**config.mk**
```make
export PLATFORM = sky130hd
export DESIGN_NAME = cpu_controller_flat
export DESIGN_NICKNAME = d
export VERILOG_FILES = /design/src/rtl/cpu_controller_if.sv /design/src/rtl/cpu_controller.sv /design/src/flat_wrapper.sv
export SDC_FILE = /design/constraint.sdc
export NUM_CORES = 1
export LEC_CHECK = 0
export CAP_MARGIN = 20
export CORE_ASPECT_RATIO = 1.2
export CORE_MARGIN = 4
export CORE_UTILIZATION = 45
export CTS_CLUSTER_SIZE = 40
export DETAILED_ROUTE_END_ITERATION = 7
export GPL_TIMING_DRIVEN = 0
export PLACE_DENSITY = 0.86
export SLEW_MARGIN = 20
export SYNTH_ARGS = -nofsm -noshare
export SYNTH_HDL_FRONTEND = slang
export SYNTH_SLANG_ARGS = --single-unit
```
**constraint.sdc**
```tcl
create_clock -name clk -period 5.02 [get_ports clk]
set_clock_uncertainty 0.15 [all_clocks]
set_input_delay 0.753 -clock clk [delete_from_list [all_inputs] [get_ports clk]]
set_output_delay 0.753 -clock clk [all_outputs]
set_load 0.005 [all_outputs]
```
**src/rtl/cpu_controller_if.sv**
```systemverilog
// Datapath control and memory command bundle between the sequencing
// controller (master) and the datapath/memory (slave).
interface cpu_controller_if;
  logic        [15:0] mdata;
  logic        [2:0]  readnum;
  logic        [2:0]  writenum;
  logic               write;
  logic        [3:0]  vsel;
  logic               loada;
  logic               loadb;
  logic               loadc;
  logic               loads;
  logic        [1:0]  shift;
  logic               asel;
  logic               bsel;
  logic        [1:0]  ALUop;
  logic signed [15:0] sximm5;
  logic signed [15:0] sximm8;
  logic               load_pc;
  logic               reset_pc;
  logic               load_addr;
  logic               addr_sel;
  logic        [1:0]  mem_cmd;
  logic               halted;

  modport master (
    input  mdata,
    output readnum, writenum, write, vsel, loada, loadb, loadc, loads,
           shift, asel, bsel, ALUop, sximm5, sximm8, load_pc, reset_pc,
           load_addr, addr_sel, mem_cmd, halted
  );

  modport slave (
    output mdata,
    input  readnum, writenum, write, vsel, loada, loadb, loadc, loads,
           shift, asel, bsel, ALUop, sximm5, sximm8, load_pc, reset_pc,
           load_addr, addr_sel, mem_cmd, halted
  );
endinterface

```
**src/rtl/cpu_controller.sv**
```systemverilog
// Instruction fetch/decode/sequencing FSM for the simple RISC machine.
// Holds the instruction register and steps the datapath through a fixed
// Moore state sequence for each instruction class.
module cpu_controller (
  input  logic               clk,
  input  logic               reset_n,
  cpu_controller_if.master   bus
);

  typedef enum logic [4:0] {
    S_RST, S_IF1, S_IF2, S_UPC, S_DEC, S_WIMM, S_GETA, S_GETB, S_ALU,
    S_WB, S_ADDR, S_LADR, S_LMEM, S_LWB, S_SGETB, S_SMOV, S_SMEM, S_HALT
  } state_t;

  typedef enum logic [1:0] {NSEL_NONE, NSEL_RN, NSEL_RD, NSEL_RM} nsel_t;

  localparam logic [1:0] MEM_NONE  = 2'b00;
  localparam logic [1:0] MEM_READ  = 2'b01;
  localparam logic [1:0] MEM_WRITE = 2'b10;

  state_t      state, next_state;
  logic [15:0] ir;
  logic        load_ir;
  nsel_t       nsel;

  // Instruction fields
  logic [2:0] opcode, rn, rd, rm;
  logic [1:0] op, sh;
  logic [4:0] opk;

  assign opcode = ir[15:13];
  assign op     = ir[12:11];
  assign rn     = ir[10:8];
  assign rd     = ir[7:5];
  assign sh     = ir[4:3];
  assign rm     = ir[2:0];
  assign opk    = {opcode, op};

  localparam logic [4:0] K_MOVI = 5'b110_10;
  localparam logic [4:0] K_MOVR = 5'b110_00;
  localparam logic [4:0] K_MVN  = 5'b101_11;
  localparam logic [4:0] K_ADD  = 5'b101_00;
  localparam logic [4:0] K_CMP  = 5'b101_01;
  localparam logic [4:0] K_AND  = 5'b101_10;
  localparam logic [4:0] K_LDR  = 5'b011_00;
  localparam logic [4:0] K_STR  = 5'b100_00;

  function automatic logic signed [15:0] sext5(input logic [4:0] f);
    logic signed [4:0]  s;
    logic signed [15:0] r;
    s = f;
    r = s;
    return r;
  endfunction

  function automatic logic signed [15:0] sext8(input logic [7:0] f);
    logic signed [7:0]  s;
    logic signed [15:0] r;
    s = f;
    r = s;
    return r;
  endfunction

  // State register; reset forces RST immediately, even mid-instruction
  always_ff @(posedge clk or negedge reset_n) begin
    if (!reset_n) state <= S_RST;
    else          state <= next_state;
  end

  // Instruction register, captured at the end of the second fetch cycle
  always_ff @(posedge clk or negedge reset_n) begin
    if (!reset_n)     ir <= '0;
    else if (load_ir) ir <= bus.mdata;
  end

  // Next-state sequencing
  always_comb begin
    next_state = S_IF1;
    unique case (state)
      S_RST:   next_state = S_IF1;
      S_IF1:   next_state = S_IF2;
      S_IF2:   next_state = S_UPC;
      S_UPC:   next_state = S_DEC;
      S_DEC: begin
        if (opcode == 3'b111)                       next_state = S_HALT;
        else if (opk == K_MOVI)                     next_state = S_WIMM;
        else if (opk == K_MOVR || opk == K_MVN)     next_state = S_GETB;
        else if (opk == K_ADD || opk == K_CMP || opk == K_AND ||
                 opk == K_LDR || opk == K_STR)      next_state = S_GETA;
        else                                        next_state = S_IF1;
      end
      S_WIMM:  next_state = S_IF1;
      S_GETA:  next_state = (opk == K_LDR || opk == K_STR) ? S_ADDR : S_GETB;
      S_GETB:  next_state = S_ALU;
      S_ALU:   next_state = (opk == K_CMP) ? S_IF1 : S_WB;
      S_WB:    next_state = S_IF1;
      S_ADDR:  next_state = S_LADR;
      S_LADR:  next_state = (opk == K_LDR) ? S_LMEM : S_SGETB;
      S_LMEM:  next_state = S_LWB;
      S_LWB:   next_state = S_IF1;
      S_SGETB: next_state = S_SMOV;
      S_SMOV:  next_state = S_SMEM;
      S_SMEM:  next_state = S_IF1;
      S_HALT:  next_state = S_HALT;
      default: next_state = S_RST;
    endcase
  end

  // Moore outputs per state; IR-derived fields pass through unless overridden
  always_comb begin
    load_ir       = 1'b0;
    nsel          = NSEL_NONE;
    bus.write     = 1'b0;
    bus.vsel      = 4'b0001;
    bus.loada     = 1'b0;
    bus.loadb     = 1'b0;
    bus.loadc     = 1'b0;
    bus.loads     = 1'b0;
    bus.shift     = sh;
    bus.asel      = 1'b0;
    bus.bsel      = 1'b0;
    bus.ALUop     = op;
    bus.load_pc   = 1'b0;
    bus.reset_pc  = 1'b0;
    bus.load_addr = 1'b0;
    bus.addr_sel  = 1'b0;
    bus.mem_cmd   = MEM_NONE;
    bus.halted    = 1'b0;
    unique case (state)
      S_RST:   begin bus.reset_pc = 1'b1; bus.load_pc = 1'b1; end
      S_IF1:   begin bus.addr_sel = 1'b1; bus.mem_cmd = MEM_READ; end
      S_IF2:   begin bus.addr_sel = 1'b1; bus.mem_cmd = MEM_READ; load_ir = 1'b1; end
      S_UPC:   bus.load_pc = 1'b1;
      S_DEC:   ;
      S_WIMM:  begin nsel = NSEL_RN; bus.vsel = 4'b0100; bus.write = 1'b1; end
      S_GETA:  begin nsel = NSEL_RN; bus.loada = 1'b1; end
      S_GETB:  begin nsel = NSEL_RM; bus.loadb = 1'b1; end
      S_ALU: begin
        bus.loadc = 1'b1;
        bus.asel  = (opk == K_MOVR || opk == K_MVN);
        bus.loads = (opk == K_CMP);
      end
      S_WB:    begin nsel = NSEL_RD; bus.write = 1'b1; end
      S_ADDR:  begin bus.bsel = 1'b1; bus.ALUop = 2'b00; bus.loadc = 1'b1; end
      S_LADR:  bus.load_addr = 1'b1;
      S_LMEM:  bus.mem_cmd = MEM_READ;
      S_LWB: begin
        bus.mem_cmd = MEM_READ;
        nsel        = NSEL_RD;
        bus.vsel    = 4'b1000;
        bus.write   = 1'b1;
      end
      S_SGETB: begin nsel = NSEL_RD; bus.loadb = 1'b1; end
      S_SMOV: begin
        bus.asel  = 1'b1;
        bus.ALUop = 2'b00;
        bus.shift = 2'b00;
        bus.loadc = 1'b1;
      end
      S_SMEM:  bus.mem_cmd = MEM_WRITE;
      S_HALT:  bus.halted = 1'b1;
      default: ;
    endcase
  end

  // Register index mux shared by read and write ports
  always_comb begin
    unique case (nsel)
      NSEL_RN: bus.readnum = rn;
      NSEL_RD: bus.readnum = rd;
      NSEL_RM: bus.readnum = rm;
      default: bus.readnum = 3'b000;
    endcase
  end

  assign bus.writenum = bus.readnum;
  assign bus.sximm5   = sext5(ir[4:0]);
  assign bus.sximm8   = sext8(ir[7:0]);

endmodule

```
**src/flat_wrapper.sv**
```systemverilog
// flat-port wrapper written by rule: the top's interface ports become plain ports
module cpu_controller_flat 
  (clk, reset_n, bus_mdata, bus_readnum, bus_writenum, bus_write, bus_vsel, bus_loada, bus_loadb, bus_loadc, bus_loads, bus_shift, bus_asel, bus_bsel, bus_ALUop, bus_sximm5, bus_sximm8, bus_load_pc, bus_reset_pc, bus_load_addr, bus_addr_sel, bus_mem_cmd, bus_halted);
  cpu_controller_if bus_i ();
  input  logic clk;
  input  logic reset_n;
  input wire logic [$bits(bus_i.mdata)-1:0] bus_mdata;
  output wire logic [$bits(bus_i.readnum)-1:0] bus_readnum;
  output wire logic [$bits(bus_i.writenum)-1:0] bus_writenum;
  output wire logic [$bits(bus_i.write)-1:0] bus_write;
  output wire logic [$bits(bus_i.vsel)-1:0] bus_vsel;
  output wire logic [$bits(bus_i.loada)-1:0] bus_loada;
  output wire logic [$bits(bus_i.loadb)-1:0] bus_loadb;
  output wire logic [$bits(bus_i.loadc)-1:0] bus_loadc;
  output wire logic [$bits(bus_i.loads)-1:0] bus_loads;
  output wire logic [$bits(bus_i.shift)-1:0] bus_shift;
  output wire logic [$bits(bus_i.asel)-1:0] bus_asel;
  output wire logic [$bits(bus_i.bsel)-1:0] bus_bsel;
  output wire logic [$bits(bus_i.ALUop)-1:0] bus_ALUop;
  output wire logic [$bits(bus_i.sximm5)-1:0] bus_sximm5;
  output wire logic [$bits(bus_i.sximm8)-1:0] bus_sximm8;
  output wire logic [$bits(bus_i.load_pc)-1:0] bus_load_pc;
  output wire logic [$bits(bus_i.reset_pc)-1:0] bus_reset_pc;
  output wire logic [$bits(bus_i.load_addr)-1:0] bus_load_addr;
  output wire logic [$bits(bus_i.addr_sel)-1:0] bus_addr_sel;
  output wire logic [$bits(bus_i.mem_cmd)-1:0] bus_mem_cmd;
  output wire logic [$bits(bus_i.halted)-1:0] bus_halted;
  assign bus_i.mdata = bus_mdata;
  assign bus_readnum = bus_i.readnum;
  assign bus_writenum = bus_i.writenum;
  assign bus_write = bus_i.write;
  assign bus_vsel = bus_i.vsel;
  assign bus_loada = bus_i.loada;
  assign bus_loadb = bus_i.loadb;
  assign bus_loadc = bus_i.loadc;
  assign bus_loads = bus_i.loads;
  assign bus_shift = bus_i.shift;
  assign bus_asel = bus_i.asel;
  assign bus_bsel = bus_i.bsel;
  assign bus_ALUop = bus_i.ALUop;
  assign bus_sximm5 = bus_i.sximm5;
  assign bus_sximm8 = bus_i.sximm8;
  assign bus_load_pc = bus_i.load_pc;
  assign bus_reset_pc = bus_i.reset_pc;
  assign bus_load_addr = bus_i.load_addr;
  assign bus_addr_sel = bus_i.addr_sel;
  assign bus_mem_cmd = bus_i.mem_cmd;
  assign bus_halted = bus_i.halted;
  cpu_controller u_core (.clk(clk), .reset_n(reset_n), .bus(bus_i));
endmodule
```
==> reports/metrics.yaml <==
viasPerCell: 5.07
rsz0062_at_grt: "false"
dpl.hpwl_um: 3540
synth_fp_nets: 214
max_clock_freq_mhz: 287
peakVddDrop_mv: 0.353
fin_ws_ps: 1540
h-tree-depth: 1
rrSetupSlack_ps: 3020
fp.dieW_um: 64.6
ys_seq_elements: 21
clockRootBuffer: "clkbuf_8"
wl_per_cell_um: 13.7
cts_setup_buffers: 0
share_comb_of_total_power_pct: 73.3
finalSetupViolations: 0
swShare_pct: 35.3
r2r_end: "u_core.ir[8]$_DFFE_PN0P_"
core_area_um2: 3660
hold_depth: 1
die_y_um: 76.0
cts_tree: "yes"
syn_area_um2: 1730
place_ws_ps: 1820
r2r_cells: 6
crit_buf_inv: 4
start_kind: "register"
period_needed_ps: 3480
cpPeakStageDelay_ps: 520
async_reset_ff_share_pct: 100
grt.overflow.total: 0
synthCells: 196
totalNegativeSetupSlack_ps: 0
drtAntennaViolNets: 0
slew-limit-headroom_pct: 36.3
slew_violations: 0
syn_avg_cell_area_um2: 8.84
track_usage_pct: 19.1
p_int_uw: 1110
clkLatencyLatePin_ps: 250
synth_flop_cell: "dfrtp_1"
cp_slowest_cell: "clkdlybuf4s50_1"
ctsResizeCount: 0
arrival_ps: 2580
start_util_pct: 47.3
synth-seq-area-share_pct: 30.3
whs_ps: 370
cts_sinks: 21
ios: 78
path_common_cell: "buf_2"
cp_cell_sequence: "buf_2 > or3b_2 > buf_2 > o21bai_1 > o311ai_0 > o22ai_1 > buf_4 > clkdlybuf4s50_1"
core.rowCount: 24
grt_pass1_wl_um: 7650
leakage_uw: 0.00109
cp.required_ps: 4120
tightestPinTransition_ps: 952
hold_viol: 0
drt_iter0_drc: 125
gp_congestion: 0.937
wl_um: 4500
cts_hold_buf: 0
cpLargestDelayFamily: "buffers and inverters"
switchingPower_uw: 606
nets: 295
rr_startpoint: "u_core.state[1]$_DFF_PN0_"
cap_violations: 0
cp-end-kind: "output port"
yosysWarnings: 0
via_count: 1664
hold_start: "u_core.ir[10]$_DFFE_PN0P_"
sequentialPowerShare_pct: 20.4
drcViolationCount: 0
setup.worst_path.class: "reg2out"
cts.reportedPaths.clkPinSlew_ps: 70
clkPwrFrac_pct: 6.3
hold_class: "reg2reg"
status: "finished, final reports clean"
synth_edf_count: 0
cp_max_fo: 10
antenna_cells: 0
cts_buffers: 3
post-route-util_pct: 71.0
ys_types: 45
cts_buffer_depth: 2
p_per_area_nw_per_um2: 660
grt_max_degree: 22
die_area_um2: 4910
antenna_found_initial: 0
final_layout_size_suffix_gt1_share_pct: 23.2
drtPass1Iterations: 4
grt_pass1_vias: 1546
fin_crit_sh_pct: 69.3
area_growth_syn_to_layout_pct: 50.3
hold_end: "u_core.ir[10]$_DFFE_PN0P_"
portBuffers: 76
## worst max-delay path by stage
stage                               from               to  slack (ps)  cells past startpoint
3_3_place_gp   u_core.state[2]$_DFF_PN0_  bus_writenum[2]        1860                      8
6_report       u_core.state[2]$_DFF_PN0_  bus_writenum[2]        1540                      8
3_5_place_dp   u_core.state[2]$_DFF_PN0_  bus_writenum[2]        1820                      8
5_1_grt        u_core.state[1]$_DFF_PN0_  bus_writenum[2]        1390                      8
2_1_floorplan  u_core.state[2]$_DFF_PN0_  bus_writenum[2]        2440                      7
4_1_cts        u_core.state[2]$_DFF_PN0_  bus_writenum[2]        1540                      8
## cell usage in the layout, fill, tap and decap left out, types with 3 or more instances in the layout
cell	synthesis	final
a21oi_1	7	7
buf_4	36	36
clkbuf_1	9	10
clkbuf_8	0	3
clkdlybuf4s50_1	0	76
dfrtp_1	21	21
inv_1	4	4
mux2_2	8	8
mux2_4	10	10
nand2_1	12	12
nand2b_1	6	6
nor2_1	12	12
nor2b_1	6	6
nor3_1	11	11
o21ai_0	7	7
## sequential cells by signal, indices dropped and copies added (netlist names)
signal	cells
u_core.ir	16
u_core.state	5
## routing by layer
layer / part of all wire, % / track usage [%] / wire (um) / up-vias
li1: - / - / - / 814
met1: 42 / 25.5 / 1890 / 763
met2: 49 / 31.0 / 2220 / 73
met3: 6.2 / 2.96 / 277 / 14
met4: 2.6 / 6.55 / 116 / 0
met5: 0 / 0 / 0 / -
## stage by stage
stage | cell area, um2 | std cells | total power, uW
after floorplan | 1730 | 196 | 1060
after global placement | 2560 | 324 | 1600
after detailed placement | 2560 | 324 | 1610
after CTS | 2600 | 328 | 1730
after global routing | 2600 | 328 | 1850
final | 2600 | 328 | 1720
## logic make-up (layout without fill, tap and decap cells)
group | Yosys count | in the layout | synth area share [%]
buf+inv | 54 | 134 | 20.5
flops | 21 | 21 | 30.3
compound gates | 33 | 33 | 12.7
other cells | 1 | 1 | 0.217
simple gates | 67 | 67 | 21.2
mux | 19 | 19 | 14.5
xor+xnor | 1 | 1 | 0.506
## cell type report
| class | count | area, um2 |
|---|---|---|
| clock buffers | 4 | 45.0 |
| fillers | 291 | 1060 |
| flip-flops and latches | 21 | 526 |
| inverters | 4 | 15.0 |
| well taps | 52 | 65.1 |
| plain buffers | 50 | 340 |
| multi-input cells | 121 | 851 |
| repair buffers | 76 | 761 |
## power groups by stage
| stage | sequential [uW] | combinational, uW | clock, uW |
|---|---|---|---|
| 2_1_floorplan | 327 | 732 | 0 |
| 5_1_grt | 370 | 1360 | 119 |
| 4_1_cts | 351 | 1270 | 110 |
| 3_5_place_dp | 355 | 1260 | 0 |
| 6_report | 351 | 1260 | 107 |
| 3_3_place_gp | 350 | 1240 | 0 |
## worst reg2reg max path: cells and delay by family, from the launching register on
| family | cells | cell delay, ps |
|---|---|---|
| buf+inv | 3 | 600 |
| flops | 1 | 320 |
| simple gates | 2 | 510 |
| mux | 1 | 300 |
## cell usage after synthesis (2+ instances only)
library cell | count | area (um2)
clkbuf_1 | 9 | 33.8
o22ai_1 | 2 | 12.5
nor2_1 | 12 | 45.0
nor2b_1 | 6 | 37.5
buf_4 | 36 | 270
o31ai_1 | 2 | 15.0
o221ai_1 | 2 | 17.5
nor3b_1 | 2 | 15.0
nand3_1 | 2 | 10.0
nor3_1 | 11 | 55.1
mux2_4 | 10 | 150
buf_6 | 2 | 22.5
nand3b_1 | 2 | 15.0
nand4b_1 | 2 | 17.5
dfrtp_1 | 21 | 526
nand2b_1 | 6 | 37.5
and2_1 | 2 | 12.5
a21oi_1 | 7 | 35.0
o21ai_0 | 7 | 35.0
a32oi_1 | 2 | 17.5
o211ai_1 | 2 | 15.0
or3b_2 | 2 | 17.5
inv_1 | 4 | 15.0
mux2_2 | 8 | 90.1
buf_2 | 2 | 10.0
a22oi_1 | 2 | 15.0
nand2_1 | 12 | 45.0
o311ai_0 | 2 | 17.5
(Power assumes the default switching activity.)
